[src/rtl/input_conditioner_if.sv]
// ---------------------------------------------------------------------------
// input_conditioner_if
//
// Groups the board-side inputs and the conditioned outputs of
// input_conditioner into one bundle. The clock and reset stay as plain
// ports on the module.
//
//   sw_in       raw switches (asynchronous)
//   key_in_L    raw pushbuttons (asynchronous, 0 = pressed)
//   sw_sync     synchronised switch levels
//   key_down    debounced key level (1 = pressed)
//   key_press   one-cycle pulse per debounced press (or auto-repeat)
//   key_release one-cycle pulse per debounced release
//   any_press   OR of all key_press bits
//
// The master modport is the board side that drives the raw inputs.
// The slave modport is the conditioner itself.
// ---------------------------------------------------------------------------
interface input_conditioner_if #(
  parameter int NUM_SW  = 18,
  parameter int NUM_KEY = 4
);
  logic [NUM_SW-1:0]  sw_in;
  logic [NUM_KEY-1:0] key_in_L;
  logic [NUM_SW-1:0]  sw_sync;
  logic [NUM_KEY-1:0] key_down;
  logic [NUM_KEY-1:0] key_press;
  logic [NUM_KEY-1:0] key_release;
  logic               any_press;

  modport master (
    output sw_in, key_in_L,
    input  sw_sync, key_down, key_press, key_release, any_press
  );

  modport slave (
    input  sw_in, key_in_L,
    output sw_sync, key_down, key_press, key_release, any_press
  );
endinterface

[src/rtl/input_conditioner.sv]
// ---------------------------------------------------------------------------
// input_conditioner
//
// This block sits directly behind the board pins. It turns raw switches and
// pushbuttons into clean, clock-synchronous signals.
//   - Switches: a SYNC_STAGES-deep flop chain and nothing else.
//   - Keys: a SYNC_STAGES-deep flop chain, followed by inversion and a
//     per-key debounce FSM. The FSM produces registered press and release
//     pulses.
//
// Ports
//   CLOCK_50  the only clock
//   reset_L   asynchronous, active-low reset
//   bus       input_conditioner_if.slave (sw_in, key_in_L in;
//             sw_sync, key_down, key_press, key_release, any_press out)
//
// Optional feature
//   Define INPUT_COND_AUTOREPEAT_EN to add auto-repeat. A held key then
//   fires an extra key_press REPEAT_DELAY cycles after the initial press,
//   and another one every REPEAT_PERIOD cycles after that.
// ---------------------------------------------------------------------------
module input_conditioner #(
  parameter int NUM_SW          = 18,
  parameter int NUM_KEY         = 4,
  parameter int SYNC_STAGES     = 2,
  parameter int DEBOUNCE_CYCLES = 500000,
  parameter int REPEAT_DELAY    = 25000000,
  parameter int REPEAT_PERIOD   = 5000000
) (
  input  logic                  CLOCK_50,
  input  logic                  reset_L,
  input_conditioner_if.slave    bus
);

  if (SYNC_STAGES < 2 || DEBOUNCE_CYCLES < 1 || REPEAT_DELAY < 1 || REPEAT_PERIOD < 1)
  begin : g_bad_params
    $error("input_conditioner: illegal parameter value");
  end

  typedef enum logic [1:0] {
    RELEASED,
    PRESS_WAIT,
    PRESSED,
    RELEASE_WAIT
  } key_state_e;

  localparam int                CNT_W    = $clog2(DEBOUNCE_CYCLES + 1);
  localparam logic [CNT_W-1:0]  CNT_ONE  = CNT_W'(1);
  localparam logic [CNT_W-1:0]  DEB_LAST = CNT_W'(DEBOUNCE_CYCLES - 1);

`ifdef INPUT_COND_AUTOREPEAT_EN
  localparam int               RPT_MAX   = (REPEAT_DELAY > REPEAT_PERIOD) ? REPEAT_DELAY
                                                                          : REPEAT_PERIOD;
  localparam int               RPT_W     = $clog2(RPT_MAX + 1);
  localparam logic [RPT_W-1:0] RPT_DELAY = RPT_W'(REPEAT_DELAY);
  localparam logic [RPT_W-1:0] RPT_PER   = RPT_W'(REPEAT_PERIOD);
`endif

  // Synchroniser chains. Index 0 is the stage that samples the pin.
  logic [SYNC_STAGES-1:0][NUM_SW-1:0]  sw_chain_q;
  logic [SYNC_STAGES-1:0][NUM_KEY-1:0] key_chain_q;

  // NOTE: sequential state is only ever updated with non-blocking (<=)
  // assignments, so every flop samples the pre-edge values of its neighbours.
  // Key chains reset to 1 because a released button reads as 1 on the pin.
  always_ff @(posedge CLOCK_50 or negedge reset_L) begin
    if (!reset_L) begin
      sw_chain_q  <= '0;
      key_chain_q <= '1;
    end else begin
      sw_chain_q  <= {sw_chain_q[SYNC_STAGES-2:0], bus.sw_in};
      key_chain_q <= {key_chain_q[SYNC_STAGES-2:0], bus.key_in_L};
    end
  end

  assign bus.sw_sync = sw_chain_q[SYNC_STAGES-1];

  logic [NUM_KEY-1:0] down_vec;
  logic [NUM_KEY-1:0] press_vec;
  logic [NUM_KEY-1:0] release_vec;

  for (genvar k = 0; k < NUM_KEY; k++) begin : g_key
    key_state_e       state_q, state_d;
    logic [CNT_W-1:0] cnt_q, cnt_d;
    logic             down_q, press_q, release_q;
    logic             down_d, press_d, release_d;
    logic             sample;
    logic             rpt_fire;

    // Active-high sampled level (1 = pressed).
    assign sample = ~key_chain_q[SYNC_STAGES-1][k];

    // NOTE: every signal written here gets a default first. Paths that do
    // not assign a signal would otherwise infer a latch.
    always_comb begin
      state_d = state_q;
      cnt_d   = cnt_q;
      unique case (state_q)
        RELEASED: begin
          if (sample) begin
            if (DEBOUNCE_CYCLES == 1) begin
              state_d = PRESSED;
            end else begin
              state_d = PRESS_WAIT;
              cnt_d   = CNT_ONE;
            end
          end
        end
        PRESS_WAIT: begin
          if (!sample) begin
            state_d = RELEASED;   // glitch: restart from the stable state
            cnt_d   = '0;
          end else if (cnt_q >= DEB_LAST) begin
            state_d = PRESSED;
            cnt_d   = '0;
          end else begin
            cnt_d   = cnt_q + CNT_ONE;
          end
        end
        PRESSED: begin
          if (!sample) begin
            if (DEBOUNCE_CYCLES == 1) begin
              state_d = RELEASED;
            end else begin
              state_d = RELEASE_WAIT;
              cnt_d   = CNT_ONE;
            end
          end
        end
        RELEASE_WAIT: begin
          if (sample) begin
            state_d = PRESSED;
            cnt_d   = '0;
          end else if (cnt_q >= DEB_LAST) begin
            state_d = RELEASED;
            cnt_d   = '0;
          end else begin
            cnt_d   = cnt_q + CNT_ONE;
          end
        end
        default: begin
          state_d = RELEASED;
          cnt_d   = '0;
        end
      endcase
    end

`ifdef INPUT_COND_AUTOREPEAT_EN
    // The repeat counter only runs while the key stays in PRESSED.
    // rpt_again_q selects the period once the first repeat has fired.
    logic [RPT_W-1:0] rpt_cnt_q, rpt_cnt_d, rpt_inc, rpt_target;
    logic             rpt_again_q, rpt_again_d;

    always_comb begin
      rpt_inc     = rpt_cnt_q + RPT_W'(1);
      rpt_target  = rpt_again_q ? RPT_PER : RPT_DELAY;
      rpt_fire    = 1'b0;
      rpt_cnt_d   = '0;
      rpt_again_d = 1'b0;
      if (state_q == PRESSED && state_d == PRESSED) begin
        if (rpt_inc >= rpt_target) begin
          rpt_fire    = 1'b1;
          rpt_again_d = 1'b1;
        end else begin
          rpt_cnt_d   = rpt_inc;
          rpt_again_d = rpt_again_q;
        end
      end
    end

    always_ff @(posedge CLOCK_50 or negedge reset_L) begin
      if (!reset_L) begin
        rpt_cnt_q   <= '0;
        rpt_again_q <= 1'b0;
      end else begin
        rpt_cnt_q   <= rpt_cnt_d;
        rpt_again_q <= rpt_again_d;
      end
    end
`else
    assign rpt_fire = 1'b0;
`endif

    // The pulses are computed from the next state. They are therefore high
    // in the same cycle as the new key_down level.
    assign down_d    = (state_d == PRESSED) || (state_d == RELEASE_WAIT);
    assign press_d   = (down_d & ~down_q) | rpt_fire;
    assign release_d = ~down_d & down_q;

    always_ff @(posedge CLOCK_50 or negedge reset_L) begin
      if (!reset_L) begin
        state_q   <= RELEASED;
        cnt_q     <= '0;
        down_q    <= 1'b0;
        press_q   <= 1'b0;
        release_q <= 1'b0;
      end else begin
        state_q   <= state_d;
        cnt_q     <= cnt_d;
        down_q    <= down_d;
        press_q   <= press_d;
        release_q <= release_d;
      end
    end

    assign down_vec[k]    = down_q;
    assign press_vec[k]   = press_q;
    assign release_vec[k] = release_q;
  end

  assign bus.key_down    = down_vec;
  assign bus.key_press   = press_vec;
  assign bus.key_release = release_vec;
  assign bus.any_press   = |press_vec;

endmodule
[src/flat_wrapper.sv]
// flat-port wrapper written by rule: the top's interface ports become plain ports
module input_conditioner_flat 
#(
  parameter int NUM_SW          = 18,
  parameter int NUM_KEY         = 4,
  parameter int SYNC_STAGES     = 2,
  parameter int DEBOUNCE_CYCLES = 500000,
  parameter int REPEAT_DELAY    = 25000000,
  parameter int REPEAT_PERIOD   = 5000000
)
  (CLOCK_50, reset_L, bus_sw_in, bus_key_in_L, bus_sw_sync, bus_key_down, bus_key_press, bus_key_release, bus_any_press);
  input_conditioner_if #(.NUM_SW(NUM_SW), .NUM_KEY(NUM_KEY)) bus_i ();
  input  logic CLOCK_50;
  input  logic reset_L;
  input wire logic [$bits(bus_i.sw_in)-1:0] bus_sw_in;
  input wire logic [$bits(bus_i.key_in_L)-1:0] bus_key_in_L;
  output wire logic [$bits(bus_i.sw_sync)-1:0] bus_sw_sync;
  output wire logic [$bits(bus_i.key_down)-1:0] bus_key_down;
  output wire logic [$bits(bus_i.key_press)-1:0] bus_key_press;
  output wire logic [$bits(bus_i.key_release)-1:0] bus_key_release;
  output wire logic [$bits(bus_i.any_press)-1:0] bus_any_press;
  assign bus_i.sw_in = bus_sw_in;
  assign bus_i.key_in_L = bus_key_in_L;
  assign bus_sw_sync = bus_i.sw_sync;
  assign bus_key_down = bus_i.key_down;
  assign bus_key_press = bus_i.key_press;
  assign bus_key_release = bus_i.key_release;
  assign bus_any_press = bus_i.any_press;
  input_conditioner #(.NUM_SW(NUM_SW), .NUM_KEY(NUM_KEY), .SYNC_STAGES(SYNC_STAGES), .DEBOUNCE_CYCLES(DEBOUNCE_CYCLES), .REPEAT_DELAY(REPEAT_DELAY), .REPEAT_PERIOD(REPEAT_PERIOD)) u_core (.CLOCK_50(CLOCK_50), .reset_L(reset_L), .bus(bus_i));
endmodule
[config.mk]
export PLATFORM = sky130hd
export DESIGN_NAME = input_conditioner_flat
export DESIGN_NICKNAME = d
export VERILOG_FILES = /design/src/rtl/input_conditioner_if.sv /design/src/rtl/input_conditioner.sv /design/src/flat_wrapper.sv
export SDC_FILE = /design/constraint.sdc
export NUM_CORES = 1
export LEC_CHECK = 0
export CORE_ASPECT_RATIO = 0.7
export CORE_MARGIN = 5
export CORE_UTILIZATION = 55
export DETAILED_ROUTE_END_ITERATION = 10
export PLACE_DENSITY = 0.87
export SETUP_SLACK_MARGIN = 0.2
export SLEW_MARGIN = 20
export SYNTH_ARGS = -nofsm -noshare
export SYNTH_HDL_FRONTEND = slang
export SYNTH_SLANG_ARGS = --single-unit
[constraint.sdc]
create_clock -name CLOCK_50 -period 3.7 [get_ports CLOCK_50]
set_clock_uncertainty 0.2 [all_clocks]
set_input_delay 0.555 -clock CLOCK_50 [delete_from_list [all_inputs] [get_ports CLOCK_50]]
set_output_delay 0.555 -clock CLOCK_50 [all_outputs]
set_load 0.03 [all_outputs]
==> flow_summary.yaml, run 1 <==
pwr:
  swShare_pct: 25.0
  clockPowerShare_pct: 48.3
  comb_power_share_pct: 6.5
  irDropWorstVdd_v: 0.000329
  p_sw_mw: 0.902
  power.leakage_nw: 3.31
  p_per_area_nw_per_um2: 471
  p_int_mw: 2.70
  pwr-share-seq_pct: 45.2
yosys:
  synthArstFlopShare_pct: 100
  synth-seq-area-share_pct: 53.1
  synth_warnings: 0
  synth_top_family_by_area: "simple AND/OR/NAND/NOR gates"
  synth_fa_ha_area_share_pct: 0.756
  synth_top_area_share_pct: 49.9
  synth-compound-area-share_pct: 16.8
  synth_commonest_cells: "132 x dfrtp_1, 50 x nand2_1, 46 x a21oi_1"
  syn-cell-area_um2: 6620
  synth_area_leaders: "dfrtp_1 50%, buf_4 3.7%, a21oi_1 3.5%"
  synth_xor_area_share_pct: 0.529
  synth-main-ff-cell: "dfrtp_1"
  syn_area_per_cell_um2: 10.2
  synthSimpleGateAreaFrac_pct: 20.1
  synth_cells: 652
  yosysMostFrequentCell: "dfrtp_1"
  ys_types: 63
  synthMuxAreaShare_pct: 1.83
  yosys.area.top_type: "dfrtp_1"
  synth_edf_count: 0
  synth-seq-cells: 140
  synth_nets: 680
sta:
  hold_viol_final: 0
  tns_ps: 0
  rsz0062_at_grt: "no"
  setup_viol: 0
  setup_ws_ps: 789
  worst_slew_margin_rel_pct: 26.1
  slew_violations: 0
  finalCritPeriodShare_pct: 78.7
  worstMarginPinSlew_ps: 1100
  clock.fmax_mhz: 344
  final.min_clock_period_ps: 2910
clock_network:
  clock_latency_ps: 420
  path_clk_slew_ps: 70
  cts.htree.levels: 4
  cts_setup_buffers: 0
  cts-root-buf: "clkbuf_16"
  clockBufferDepth: 2
  clock_sinks: 140
  cts_tree: "yes"
  cts_buffers: 17
worst_setup_path:
  r2r_setup_slack_ps: 790
  end_kind: "flop"
  r2r-start: "u_core.g_key[0].cnt_q[10]"
  crit_path_end: "u_core.g_key[0].cnt_q[13]"
  reg2reg_depth: 7
  crit_path_start_kind: "flop"
  critPathRequiredTime_ps: 3840
  arrival_ps: 3050
  critical_path_class: "flop to flop"
  worstPathMaxFanout: 17
  setup.worst_path.start: "u_core.g_key[0].cnt_q[10]"
  worst_r2r_endpoint: "u_core.g_key[0].cnt_q[13]"
die:
  die_w_um: 141
  start_util_pct: 56.5
  fp.dieArea_um2: 14400
  core.rowCount: 33
  core_area_um2: 11700
  num_io_pins: 55
  die-height_um: 102
placed_design:
  port_buffers: 54
  place.gp.congestion: 0.887
  dpl.hpwl_um: 9170
  place_ws_ps: 822
cells_and_area:
  layout-drive-gt1-share_pct: 10.3
  antenna_cells: 0
  final_nets: 703
  area_delta_synth_final_pct: 15.6
global_routing:
  grt_pass1_vias: 4990
  grt-ovfl-total: 0
  grt_max_degree: 86
  grt_pass1_wl_um: 23900
  antenna_found_initial: 0
  grt_usage_pct: 20.5
min_path:
  hold_path.class: "flop to flop"
  whs_path_depth: 0
drt:
  vias: 5232
  ant_nets: 0
  vias_per_cell: 6.19
  firstDrtPassIters: 5
  drcViolationCount: 0
  post_drt_wl_per_cell_um: 16.6
  wl_um: 14000
  drtIter0Drc: 613
run:
  max-cap-violations: 0
status:
  outcome: "completed"
-- routing by layer --
| layer | vias to the layer above | track usage, % | routed length, µm |
|---|---|---|---|
| li1 | 2409 | - | - |
| met1 | 2599 | 28.0 | 6300 |
| met2 | 211 | 32.6 | 6700 |
| met3 | 13 | 4.53 | 892 |
| met4 | 0 | 7.30 | 142 |
| met5 | - | 0 | 0 |
-- area by class of cell --
type	instances	area, µm²
Timing Repair Buffer	60	602
Clock buffer	17	425
Multi-Input combinational cell	433	2650
Tap cell	157	196
Sequential cell	140	3510
Fill cell	878	4070
Inverter	23	86.3
Clock inverter	15	176
-- kinds of logic after synthesis --
kind of cell,after synthesis
buffers and inverters,79
AND/OR/NAND/NOR,249
AO/OA/AOI/OAI,164
flip-flops,140
XOR/XNOR,4
adder cells (fa/ha/maj),4
multiplexers,12
-- power by group through the flow --
stage	registers (mW)	logic, mW	clock network [mW]
6_report	1.63	0.234	1.74
5_1_grt	1.64	0.259	1.83
4_1_cts	1.63	0.235	1.76
2_1_floorplan	1.65	0.153	0
3_5_place_dp	1.66	0.233	0
3_3_place_gp	1.65	0.223	0
-- registers in the layout (all words and copies together), names as in the netlist --
name and cells:
u_core.bus.sw_sync 18, u_core.g_key.release_q 4, u_core.g_key.down_q 4, u_core.g_key.cnt_q 76, u_core.g_key.state_q 8, u_core.g_key.press_q 4, u_core.key_chain_q 8, u_core.sw_chain_q 18
-- how the worst min path moves through the flow --
| stage | from | slack (ps) | end |
|---|---|---|---|
| 2_1_floorplan | reset_L | 60 | u_core.bus.sw_sync[0] |
| 3_3_place_gp | u_core.sw_chain_q[2] | 130 | u_core.bus.sw_sync[2] |
| 3_5_place_dp | u_core.sw_chain_q[6] | 130 | u_core.bus.sw_sync[6] |
| 4_1_cts | u_core.sw_chain_q[0] | 150 | u_core.bus.sw_sync[0] |
| 5_1_grt | u_core.sw_chain_q[8] | 150 | u_core.bus.sw_sync[8] |
| 6_report | u_core.sw_chain_q[0] | 140 | u_core.bus.sw_sync[0] |
-- per-stage QoR --
step / utilization (%) / cell area, µm² / hold WS (ps) / total power, mW / std cells
2_1_floorplan: - / 6620 / 59.4 / 1.80 / 652
3_3_place_gp: 60.0 / 7040 / 131 / 1.88 / 812
3_5_place_dp: 60.0 / 7040 / 135 / 1.89 / 812
4_1_cts: 65.2 / 7650 / 148 / 3.63 / 845
5_1_grt: 65.3 / 7650 / 154 / 3.73 / 845
6_report: 65.3 / 7650 / 144 / 3.60 / 845
-- what timing repair did --
item                                   4_1_cts  5_1_grt
setup endpoints to repair                    0        0
resized for setup                            0        0
endpoints found under the hold margin        2        0
hold buffers                                 1        0
-- worst max-delay path: stages, from the launching register on --
cell and delay, ps:
dfrtp_1 460, or4_1 580, a311oi_2 290, o221ai_2 210
a21oi_2 480, buf_4 320, a21oi_1 90, mux2i_1 190
-- layout by cell type, fill, tap and decap left out, types with 4 or more instances in the layout --
cell / netlist / routed
clkdlybuf4s50_1: 0 / 53
inv_6: 0 / 5
o211ai_1: 4 / 4
nand2_1: 50 / 50
and3_1: 18 / 18
a31o_2: 4 / 4
and2_1: 13 / 13
or3_1: 11 / 11
ha_1: 4 / 4
xnor2_1: 4 / 4
inv_1: 23 / 23
and4_1: 8 / 8
mux2i_1: 11 / 11
or2_2: 9 / 9
a31oi_1: 27 / 27
a21oi_1: 46 / 46
o311ai_0: 6 / 6
dfrtp_1: 132 / 132
a22o_1: 13 / 13
o21a_1: 4 / 4
or4_1: 7 / 7
dfstp_2: 8 / 8
a211oi_1: 4 / 4
buf_4: 33 / 4
nor2_1: 37 / 36
nand2b_1: 7 / 7
a41oi_1: 5 / 5
nor2b_1: 4 / 4
nand3_1: 40 / 40
nor3_1: 13 / 13
o21ai_0: 22 / 22
nand4_1: 20 / 20
a21o_1: 7 / 7
clkbuf_16: 0 / 17
Power figures use the tool's default switching activity.
==> run 2, diff against run 1 <==
--- a/config.mk
+++ b/config.mk
@@ -7,7 +7,7 @@
 export LEC_CHECK = 0
 export CORE_ASPECT_RATIO = 0.7
 export CORE_MARGIN = 5
-export CORE_UTILIZATION = 55
+export CORE_UTILIZATION = 52
 export DETAILED_ROUTE_END_ITERATION = 10
 export PLACE_DENSITY = 0.87
 export SETUP_SLACK_MARGIN = 0.2
==> constraint.sdc (replaced) <==
create_clock -name CLOCK_50 -period 2.45 [get_ports CLOCK_50]
set_clock_uncertainty 0.2 [all_clocks]
set_input_delay 0.3675 -clock CLOCK_50 [delete_from_list [all_inputs] [get_ports CLOCK_50]]
set_output_delay 0.3675 -clock CLOCK_50 [all_outputs]
set_load 0.03 [all_outputs]
==> run 2 against run 1 <==
Net effect:
- the run now ends with negative setup slack left
- critical path depth increased by 2
- critical path type unchanged
- combinational power grew 150%
- sequential cell count is the same
- worst setup slack worse by 940 ps
- largest power group unchanged
- die area increased by 5.3%
- via count is 20% higher
- first-iteration DRC count up 56%
- critical endpoint is now u_core.g_key[3].cnt_q[6]
- sequential share of layout area shrank 7.5 points
- largest cell class unchanged
- fmax increased by 12%
==> flow_summary.yaml, run 2 (synthesized netlist as in run 1, its figures left out) <==
clock_network:
  cts_buffers: 17
  cts.htree.levels: 4
  clock_sinks: 140
  path_clk_slew_ps: 60
  cts-root-buf: "clkbuf_16"
  clock_latency_ps: 430
  clockBufferDepth: 2
  cts_tree: "yes"
drt:
  post_drt_wl_per_cell_um: 23.3
  firstDrtPassIters: 5
  vias_per_cell: 6.73
  ant_nets: 0
  vias: 6275
  drcViolationCount: 0
  wl_um: 21700
  drtIter0Drc: 958
sta:
  setup_ws_ps: -150
  finalCritPeriodShare_pct: 106
  tns_ps: -2870
  final.min_clock_period_ps: 2600
  worst_slew_margin_rel_pct: 30.9
  clock.fmax_mhz: 385
  hold_ws_ps: 143
  hold_viol_final: 0
  setup_viol: 36
  slew_violations: 0
  worstMarginPinSlew_ps: 1040
  rsz0062_at_grt: "yes"
pwr:
  swShare_pct: 25.1
  irDropWorstVdd_v: 0.000517
  pwr-share-seq_pct: 44.0
  p_sw_mw: 1.42
  clockPowerShare_pct: 45.8
  p_int_mw: 4.24
  p_per_area_nw_per_um2: 618
  comb_power_share_pct: 10.2
  power.leakage_nw: 3.96
global_routing:
  grt-ovfl-total: 0
  grt_pass1_vias: 6065
  grt_use_met1_pct: 33.1
  grt_max_degree: 55
  gr-usage-met3_pct: 5.93
  top_usage_layer: "met2"
  grt_usage_pct: 25.7
  met2_usage_pct: 40.9
  grt_pass1_wl_um: 30900
  antenna_found_initial: 0
worst_setup_path:
  arrival_ps: 2720
  end_kind: "flop"
  worstPathMaxFanout: 6
  crit_path_start_kind: "flop"
  critPathRequiredTime_ps: 2570
  critical_path_class: "flop to flop"
status:
  failed_checks: "negative setup slack"
  outcome: "finished with violations"
cells_and_area:
  area_delta_synth_final_pct: 38.4
  antenna_cells: 0
  final_cell_mix: "130 x dfrtp_1, 55 x buf_4, 52 x clkdlybuf4s50_1, 43 x nand2_1, 34 x nand3_1"
  final_nets: 785
  largest_reg_flops: 76
  regMostFlops: "u_core.g_key.cnt_q"
  layout-drive-gt1-share_pct: 32.9
  design_area_um2: 9170
  layout_commonest_cell: "dfrtp_1"
die:
  core_area_um2: 12500
  die-height_um: 104
  fp.dieArea_um2: 15100
  start_util_pct: 53.1
  die_w_um: 145
  num_io_pins: 55
  core.rowCount: 34
placed_design:
  place.gp.congestion: 0.882
  placed_area_um2: 7490
  port_buffers: 54
  dpl.hpwl_um: 10500
min_path:
  hold_path.class: "input pin to flop"
run:
  max-cap-violations: 0
[run 2: cell types whose count changed in the layout (fill, tap and decap cells not counted), moves of 7 or more]
cell / delta
o21ai_2: +7
a21oi_4: +10
a21oi_2: +20
a21oi_1: -30
buf_6: +19
o21ai_0: -16
nand2b_4: +7
o21ai_1: +8
buf_4: +51
nand2b_1: -7
nand2_1: -7
[run 2: timing repair]
item                                    in CTS  in global routing
hold buffers                                 1                  0
buffers inserted                            14                 14
cloned                                       4                  5
endpoints found under the setup margin      69                 79
resized for setup                           66                107
endpoints found under the hold margin       42                  0
pin swaps                                   24                 56
[run 2: worst max-delay path: stages, from the launching register on]
cell and delay [ps]:
dfrtp_1 390, or4_4 590, o41ai_4 410, nand3_2 160, buf_6 160, nand4_4 110, buf_6 140, buf_6 100
o21ai_2 40, a22o_1 180
[run 2: routing by layer]
metal / vias to the layer above / wire, µm
li1: 2591 / -
met1: 3064 / 8010
met2: 492 / 10600
met3: 128 / 1980
met4: 0 / 1130
met5: - / 0
[run 2: cell type report]
class / instances / area (µm²)
sequential: 140 / 3520
timing repair buffer: 141 / 1440
tap: 162 / 203
clock inverter: 7 / 87.6
inverter: 23 / 86.3
fill: 720 / 3300
clock buffer: 25 / 485
multi-input combinational: 434 / 3340
[run 2: through the flow]
step	utilization (%)	setup WS, ps	power [mW]	std cells
after floorplan	-	44.3	2.73	652
after global placement	60.1	38.2	2.88	862
after detailed placement	60.1	-86.5	2.90	862
after CTS	68.1	-31.9	5.47	913
after global routing	73.5	-236	5.81	932
final	73.5	-150	5.66	932
[run 2: final timing paths]
path	from	endpoint	slack (ps)	depth (start not counted)
min in group asynchronous	reset_L	u_core.bus.sw_sync[8]	240	2
max in group asynchronous	reset_L	u_core.key_chain_q[1]	1100	3
worst max register to register	u_core.g_key[3].cnt_q[9]	u_core.g_key[3].cnt_q[6]	-150	9
worst min-delay path	bus_key_in_L[3]	u_core.key_chain_q[3]	140	1
worst min register to register	u_core.sw_chain_q[7]	u_core.bus.sw_sync[7]	150	0
worst max-delay path	u_core.g_key[3].cnt_q[9]	u_core.g_key[3].cnt_q[6]	-150	9
[run 2: power groups by stage]
stage	Sequential [mW]	Combinational, mW	Clock (mW)
final	2.49	0.578	2.59
after floorplan	2.49	0.239	0
after global placement	2.50	0.378	0
after CTS	2.47	0.449	2.55
after detailed placement	2.51	0.397	0
after global routing	2.50	0.614	2.70
